--- config.mk ---
export PLATFORM = sky130hd
export DESIGN_NAME = rgb_frame_monitor
export DESIGN_NICKNAME = d
export VERILOG_FILES = /design/src/rtl/rgb_frame_monitor.sv
export SDC_FILE = /design/constraint.sdc
export NUM_CORES = 1
export LEC_CHECK = 0
export CORE_MARGIN = 5
export CORE_UTILIZATION = 30
export DETAILED_ROUTE_END_ITERATION = 10
export RECOVER_POWER = 25
export SYNTH_ARGS = -nofsm -noshare
export SYNTH_HDL_FRONTEND = slang
export SYNTH_SLANG_ARGS = --single-unit
export TNS_END_PERCENT = 20
--- constraint.sdc ---
create_clock -name pixclk -period 2.1 [get_ports pixclk]
set_clock_uncertainty 0.2 [all_clocks]
set_input_delay 0.525 -clock pixclk [delete_from_list [all_inputs] [get_ports pixclk]]
set_output_delay 0.525 -clock pixclk [all_outputs]
set_load 0.01 [all_outputs]
--- src/rtl/rgb_frame_monitor.sv ---
// RGB pixel-stream monitor: registers the stream, tracks raster position, pulses on line/frame end,
// stops after NUM_FRAMES and counts stray beats. Optional per-frame checksums via RGB_MON_CHECKSUM_EN.
module rgb_frame_monitor #(
   parameter  int IMG_WIDTH  = 400,
   parameter  int IMG_HEIGHT = 300,
   parameter  int DATA_W     = 8,
   parameter  int NUM_FRAMES = 1,
   localparam int XW         = $clog2(IMG_WIDTH),
   localparam int YW         = $clog2(IMG_HEIGHT),
   localparam int SW         = DATA_W + $clog2(IMG_WIDTH * IMG_HEIGHT)
) (
   input  logic              pixclk,
   input  logic              reset,
   input  logic              valid,
   input  logic [DATA_W-1:0] iRed,
   input  logic [DATA_W-1:0] iGreen,
   input  logic [DATA_W-1:0] iBlue,
   input  logic              rearm,
   output logic              oValid,
   output logic [DATA_W-1:0] oRed,
   output logic [DATA_W-1:0] oGreen,
   output logic [DATA_W-1:0] oBlue,
   output logic [XW-1:0]     x_coord,
   output logic [YW-1:0]     y_coord,
   output logic              line_done,
   output logic              frame_done,
   output logic              sim_done,
   output logic [15:0]       frame_count,
   output logic              err_overrun,
   output logic [15:0]       err_count,
   output logic [SW-1:0]     sum_red,
   output logic [SW-1:0]     sum_green,
   output logic [SW-1:0]     sum_blue
);

   // state   | meaning
   // ST_RUN  | counting beats into frames
   // ST_DONE | run complete; beats are overruns until rearm
   typedef enum logic {ST_RUN = 1'b0, ST_DONE = 1'b1} state_t;

   state_t            state_q, state_d;
   logic              ovalid_q, ovalid_d;
   logic [DATA_W-1:0] ored_q, ored_d, ogreen_q, ogreen_d, oblue_q, oblue_d;
   logic [XW-1:0]     x_q, x_d;
   logic [YW-1:0]     y_q, y_d;
   logic              line_q, line_d, frame_q, frame_d;
   logic [15:0]       fcnt_q, fcnt_d, ecnt_q, ecnt_d;
   logic              err_q, err_d;
   logic              run_beat, last_x, last_y, frame_end;

   assign run_beat  = (state_q == ST_RUN) && ovalid_q;
   assign last_x    = (x_q == XW'(IMG_WIDTH - 1));
   assign last_y    = (y_q == YW'(IMG_HEIGHT - 1));
   assign frame_end = run_beat && last_x && last_y;

   always_comb begin
      ovalid_d = valid;
      ored_d   = iRed;
      ogreen_d = iGreen;
      oblue_d  = iBlue;
      state_d  = state_q;
      x_d      = x_q;
      y_d      = y_q;
      line_d   = 1'b0;
      frame_d  = 1'b0;
      fcnt_d   = fcnt_q;
      err_d    = err_q;
      ecnt_d   = ecnt_q;
      case (state_q)
         ST_RUN: begin
            if (ovalid_q) begin
               if (last_x) begin
                  x_d    = '0;
                  line_d = 1'b1;
                  if (last_y) begin
                     y_d     = '0;
                     frame_d = 1'b1;
                     fcnt_d  = fcnt_q + 16'd1;
                     if ((NUM_FRAMES != 0) && (fcnt_d == 16'(NUM_FRAMES)))
                        state_d = ST_DONE;
                  end else begin
                     y_d = y_q + YW'(1);
                  end
               end else begin
                  x_d = x_q + XW'(1);
               end
            end
         end
         ST_DONE: begin
            x_d = '0;
            y_d = '0;
            // a beat arriving together with rearm is still an overrun
            if (ovalid_q) begin
               err_d = 1'b1;
               if (ecnt_q != 16'hFFFF)
                  ecnt_d = ecnt_q + 16'd1;
            end
            if (rearm) begin
               state_d = ST_RUN;
               fcnt_d  = '0;
            end
         end
         default: state_d = ST_RUN;
      endcase
   end

   always_ff @(posedge pixclk) begin
      if (reset) begin
         state_q  <= ST_RUN;
         ovalid_q <= 1'b0;
         ored_q   <= '0;
         ogreen_q <= '0;
         oblue_q  <= '0;
         x_q      <= '0;
         y_q      <= '0;
         line_q   <= 1'b0;
         frame_q  <= 1'b0;
         fcnt_q   <= '0;
         err_q    <= 1'b0;
         ecnt_q   <= '0;
      end else begin
         state_q  <= state_d;
         ovalid_q <= ovalid_d;
         ored_q   <= ored_d;
         ogreen_q <= ogreen_d;
         oblue_q  <= oblue_d;
         x_q      <= x_d;
         y_q      <= y_d;
         line_q   <= line_d;
         frame_q  <= frame_d;
         fcnt_q   <= fcnt_d;
         err_q    <= err_d;
         ecnt_q   <= ecnt_d;
      end
   end

`ifdef RGB_MON_CHECKSUM_EN
   logic [SW-1:0] acc_r_q, acc_r_d, acc_g_q, acc_g_d, acc_b_q, acc_b_d;
   logic [SW-1:0] sum_r_q, sum_r_d, sum_g_q, sum_g_d, sum_b_q, sum_b_d;

   always_comb begin
      acc_r_d = acc_r_q;
      acc_g_d = acc_g_q;
      acc_b_d = acc_b_q;
      sum_r_d = sum_r_q;
      sum_g_d = sum_g_q;
      sum_b_d = sum_b_q;
      if (frame_end) begin
         sum_r_d = acc_r_q + SW'(ored_q);
         sum_g_d = acc_g_q + SW'(ogreen_q);
         sum_b_d = acc_b_q + SW'(oblue_q);
         acc_r_d = '0;
         acc_g_d = '0;
         acc_b_d = '0;
      end else if (run_beat) begin
         acc_r_d = acc_r_q + SW'(ored_q);
         acc_g_d = acc_g_q + SW'(ogreen_q);
         acc_b_d = acc_b_q + SW'(oblue_q);
      end else if ((state_q == ST_DONE) && rearm) begin
         acc_r_d = '0;
         acc_g_d = '0;
         acc_b_d = '0;
      end
   end

   always_ff @(posedge pixclk) begin
      if (reset) begin
         acc_r_q <= '0;
         acc_g_q <= '0;
         acc_b_q <= '0;
         sum_r_q <= '0;
         sum_g_q <= '0;
         sum_b_q <= '0;
      end else begin
         acc_r_q <= acc_r_d;
         acc_g_q <= acc_g_d;
         acc_b_q <= acc_b_d;
         sum_r_q <= sum_r_d;
         sum_g_q <= sum_g_d;
         sum_b_q <= sum_b_d;
      end
   end

   assign sum_red   = sum_r_q;
   assign sum_green = sum_g_q;
   assign sum_blue  = sum_b_q;
`else
   assign sum_red   = '0;
   assign sum_green = '0;
   assign sum_blue  = '0;
`endif

   assign oValid      = ovalid_q;
   assign oRed        = ored_q;
   assign oGreen      = ogreen_q;
   assign oBlue       = oblue_q;
   assign x_coord     = x_q;
   assign y_coord     = y_q;
   assign line_done   = line_q;
   assign frame_done  = frame_q;
   assign sim_done    = (state_q == ST_DONE);
   assign frame_count = fcnt_q;
   assign err_overrun = err_q;
   assign err_count   = ecnt_q;

endmodule

# Word-level counts from Yosys, hierarchy flattened
# Index checks and enable logic that the tools add are counted.
# word_totals
regBits	79
output_inout_bits	154
word_cells	53
input_bits	28
# op_classes
addsub	4
n_bitwise	3
n_eq_ne	8
muxes	20
n_reduce_logical	6
# op_table
op	count
16-bit 2-to-1 mux	4
9-bit 2-to-1 mux	5
9-bit case mux with 2 select lines	2
16-bit by 1-bit adder with 16-bit output (second input constant)	2
16-bit case mux with 2 select lines	1
9-bit by 1-bit adder with 9-bit output (second input constant)	2
9-bit == test (second input constant)	2
16-bit by 1-bit == test with 1-bit output (second input constant)	1
16-bit inequality test (second input constant)	1
2-bit inequality test (second input constant)	4
1-bit 2-to-1 mux	7
2-bit AND reduction	2
4-bit AND reduction	1
4-bit OR reduction	1
1-bit inverter	3
3-bit AND reduction	1
3-bit OR reduction	1
1-bit case mux with 2 select lines	1

# Longest topological paths before layout
# Gate-level depths: netlist of the first run.
# logic_depth
word_depth	7
ltp_mapped	8
ltp_nobuf	7

# Worst setup path after synthesis of the first run
# No wires, ideal clock.
# synth_timing
path_kind	register to register
from	register fcnt_q[0] (netlist: frame_count[0])
to	register state_q (netlist: sim_done)
arrival_time_ps	1906
stages_incl_launch_ff	9
setup_ps	74
required_ps	1826
n_path_buf	1
period_less_slack_ps	2179
slack_ps	-79
path_cell_list	dfxtp_1 -> ha_1 -> and4_1 -> nor2b_1 -> buf_2 -> and3_1 -> or3_1 -> a21o_1 -> o22ai_2
# synth_via
elab_chain_len	7
# synth_rtl
element	line_no	rtl
from (decl)	47	logic [15:0] fcnt_q, fcnt_d, ecnt_q, ecnt_d;
from (signal assigned)	131	fcnt_q <= fcnt_d;
16-bit by 1-bit adder with 16-bit output	78	fcnt_d = fcnt_q + 16'd1;
16-bit by 1-bit == test with 1-bit output	79	if ((NUM_FRAMES != 0) && (fcnt_d == 16'(NUM_FRAMES)))
1-bit 2-to-1 mux	79	
1-bit 2-to-1 mux	75	if (last_y) begin
1-bit 2-to-1 mux	72	if (last_x) begin
1-bit 2-to-1 mux	71	if (ovalid_q) begin
1-bit case mux with 2 select lines	69	case (state_q)
to (signal assigned)	122	state_q <= state_d;
to (decl)	41	state_t state_q, state_d;
# No other way between the ends.
# A chain may end at the register's enable or synchronous reset.

# Final worst setup path of the first run
# layout_timing
from	register ecnt_q[9] (netlist: err_count[9])
to	output port err_count[9]
# layout_rtl
element	line_no	rtl
from (decl)	47	
from (signal assigned)	133	ecnt_q <= ecnt_d;
to (decl)	30	output logic [15:0] err_count,
# No word-level cell between the ends.

==> metrics.md, run 1 <==
| Metric | Value |
|---|---|
| FMAX | 486 MHz |
| Post-Syn Instances | approximately 450 |
| Distinct cells, synth | 50 |
| Slew headroom | 64.5% |
| Critical Path End Type | primary output |
| Arrival time worst endpoint | ~1.3 ns |
| Total routed wirelength | 10.0 mm |
| Fin util | 43.9% |
| Gr ovfl total | 0 |
| Number of port buffers | approximately 110 |
| Crit path cell chain | buf_4, clkdlybuf4s50_1 |
| Compound-Gate Fraction of Synth Area | a little under an eighth |
| HPWL Detailed | ~7.4 mm |
| Reg clk slew, reported paths | ~0.060 ns |
| H-tree depth | 3 |
| Chip height | 125 um |
| Final net count | 632 |
| Drt drc | 0 |
| # diodes | 0 |
| Setup_tns | 0 ns |
| Total track usage | between 10% and 20% |
| Leakage power | roughly 0.0026 uW |
| Initial drt markers | ~170 |
| Sink Count | 79 |
| Number of global-route vias before repair | roughly 3200 |
| Via Count | between 3000 and 4000 |
| Status | finished, final reports clean |
| Post-place setup slack | around 0.0046 ns |
| Post-synth top area cell | dfxtp_1 |
| Period minus WS final | about 2.1 ns |
| Slew Limit Fails | 0 |
| Area Growth Syn to Fin | 45.0% |
| Synth area leaders | dfxtp_1 40%, buf_4 14%, xor2_1 5.1% |
| Post-synthesis simple-gate area fraction | 22.2% |
| Worst Setup Start Kind | flop |
| CTS max path bufs | 2 |
| Dpl cell area | 0.00523 sq mm |
| ANT nets after route | 0 |
| Layout cells sized above 1 | ~19% |
| Fin crit share | ~100% |
| Fin worst setup slack | ~0.042 ns |
| WHS | ~0.27 ns |
| Worst vdd ir | 0.000382 V |
| Yosys top cell area share | between 30% and 40% |
| Post-Synth XOR/XNOR Area | under 10% |
| Clk_lat worst skew | around 0.34 ns |
| Vias per cell | about 4.4 |
| Avg Cell Area, Syn | around 8.8 sq um |
| Asr flop ratio synth | 0% |
| Final setup fails | 0 |
| Sequential fraction of the synthesis area | about two fifths |
| Clock Tree Root | clkbuf_16 |
| First-pass GRT wire length | about 16 mm |
| Largest net degree at the start of global routing | 51 |
| FP Rows | between 40 and 50 |
| Initial antenna violation count | 0 |
| Total CTS buffers | 9 |
| Slowest CP cell | clkdlybuf4s50_1 |
| Critical Path Max Stage Delay | roughly 0.54 ns |
| Post-synthesis mux area share | less than 1% |
| DIE AREA | ~0.016 sq mm |
| Worst hold path class | reg2reg |
| Hold Fails Final Rpt | 0 |
| Largest family of logic cells by synthesized area | simple AND/OR/NAND/NOR gates |
| I/O pin count | ~180 |
| Worst-Margin Slew | approximately 0.53 ns |
| Drt wl/cell | approximately 13 um |
| Synthesized area | 0.00396 sq mm |
| Max cap viols | 0 |
| CP Class | reg2out |
| Die W | ~120 um |
| Core ar. | about 0.013 sq mm |
| Data required time at the worst endpoint | roughly 1.4 ns |
| RSZ-0062 raised after global routing | true |
| GPL Wtd Cong | 0.768 |
| PwrDens | between 600 and 700 mW/mm^2 |
| Post-Synth Adder-Cell Area | under 10% |
| Synth Register Bits | between 70 and 80 |
| Main flop type after synthesis | dfxtp_1 |
| Final instance area | around 0.0057 sq mm |
| Post-synth EDFFs | 0 |
| Ys Warns | 0 |
| 1st-pass router iterations | 4 |
| Initial core utilization | between 30% and 40% |
| CP Max Fanout | 4 |
| TritonCTS clock tree | done |
-- report_power, final --
group	internal [uW]	total, uW	leakage [uW]	switching, uW
logic	110	244	0.00172	134
clock network	1280	1900	0.000179	629
registers	1520	1530	0.000652	7.42
-- through the flow --
| stage | power, uW | cells |
|---|---|---|
| after floorplan | 1790 | 522 |
| after global placement | 1810 | 760 |
| after detailed placement | 1810 | 760 |
| after CTS | 3720 | 776 |
| after global routing | 3800 | 780 |
| final | 3680 | 780 |
-- routing by layer --
layer,routed length (um),part of all wire (%),global-route usage [%]
met2,4870,49,19.8
met1,4270,43,14.5
met5,0,0,0
met3,686,6.9,3.52
met4,176,1.8,5.29
-- worst max-delay path: cells and delay by family (launching register included) --
family	cells	cell delay (ns)
buffers and inverters	2	0.67
flip-flops	1	0.33
-- sequential cells by signal, summed over array words and instances, names as in the netlist --
signal and count:
line_done 1, x_coord 9, oValid 1, frame_count 16, err_count 16, y_coord 9
frame_done 1, oRed 8, sim_done 1, oBlue 8, oGreen 8, err_overrun 1
-- cell families after synthesis --
kind of cell | count (synthesis)
fa+ha+maj | 5
mux | 3
buf+inv | 98
compound gates | 67
simple gates | 164
xor+xnor | 31
flops | 79
other cells | 1
-- layout make-up --
| type | count | area, sq um |
|---|---|---|
| multi-input cells | 345 | 2050 |
| repair buffers | 157 | 1470 |
| clock inverters | 7 | 135 |
| well taps | 176 | 220 |
| clock buffers | 9 | 225 |
| flip-flops and latches | 79 | 1610 |
| fillers | 1292 | 7350 |
| inverters | 7 | 28.8 |
-- worst paths after layout --
path | startpoint | to | slack [ns] | depth (start not counted)
max | err_count[9] | err_count[9] | 0.04 | 2
min | err_overrun | err_overrun | 0.27 | 2
max reg2reg | y_coord[2] | frame_count[15] | 0.05 | 7
min reg2reg | err_overrun | err_overrun | 0.27 | 2
-- repair_timing --
item	4_1_cts	5_1_grt
pin swaps	1	11
hold buffers	0	0
resized for setup	18	44
setup endpoints to repair	17	40
setup buffers	0	4
-- cells in the mapped netlist (2+ instances only) --
cell       count
a311oi_1       3
mux2i_1        3
a31oi_1        4
clkbuf_1       9
and4_1         4
a21oi_1       12
o21ai_2        2
or4_1          2
dfxtp_1       79
nor2b_1       28
nand2_1       27
o21ai_1       10
nor2_1        46
inv_1          6
nor3_1         7
o2111ai_1      4
ha_1           5
xnor2_1        8
a21oi_2        3
nand4_1        8
xor2_1        23
buf_4         75
or3_1          5
nor4_1         2
and3_1         9
o21ai_0       16
buf_2          6
nand3_1       17
a41oi_1        2
a211oi_1       3
-- layout by cell type (no fill, tap or decap), types with 9 or more instances in the layout --
| master | n |
|---|---|
| a21oi_1 | 11 |
| buf_4 | 50 |
| clkbuf_16 | 9 |
| clkdlybuf4s50_1 | 84 |
| conb_1 | 75 |
| dfxtp_1 | 63 |
| dfxtp_2 | 14 |
| dlymetal6s2s_1 | 13 |
| nand2_1 | 27 |
| nand3_1 | 17 |
| nor2_1 | 43 |
| nor2b_1 | 27 |
| o21ai_0 | 10 |
| o21ai_1 | 14 |
| xor2_1 | 23 |
(Power assumes the default switching activity.)
==> run 2: changes to the inputs <==
--- a/config.mk
+++ b/config.mk
@@ -5,6 +5,7 @@
 export SDC_FILE = /design/constraint.sdc
 export NUM_CORES = 1
 export LEC_CHECK = 0
+export CAP_MARGIN = 20
 export CORE_MARGIN = 5
 export CORE_UTILIZATION = 30
 export DETAILED_ROUTE_END_ITERATION = 10
==> results of run 2 <==
No change in the layout: final DEF, timing and power equal those of run 1.
==> run 3: changes to the inputs <==
--- a/config.mk
+++ b/config.mk
@@ -5,7 +5,6 @@
 export SDC_FILE = /design/constraint.sdc
 export NUM_CORES = 1
 export LEC_CHECK = 0
-export CAP_MARGIN = 20
 export CORE_MARGIN = 5
 export CORE_UTILIZATION = 30
 export DETAILED_ROUTE_END_ITERATION = 10
==> results of run 3 <==
No change in the layout: final DEF, timing and power equal those of run 1.
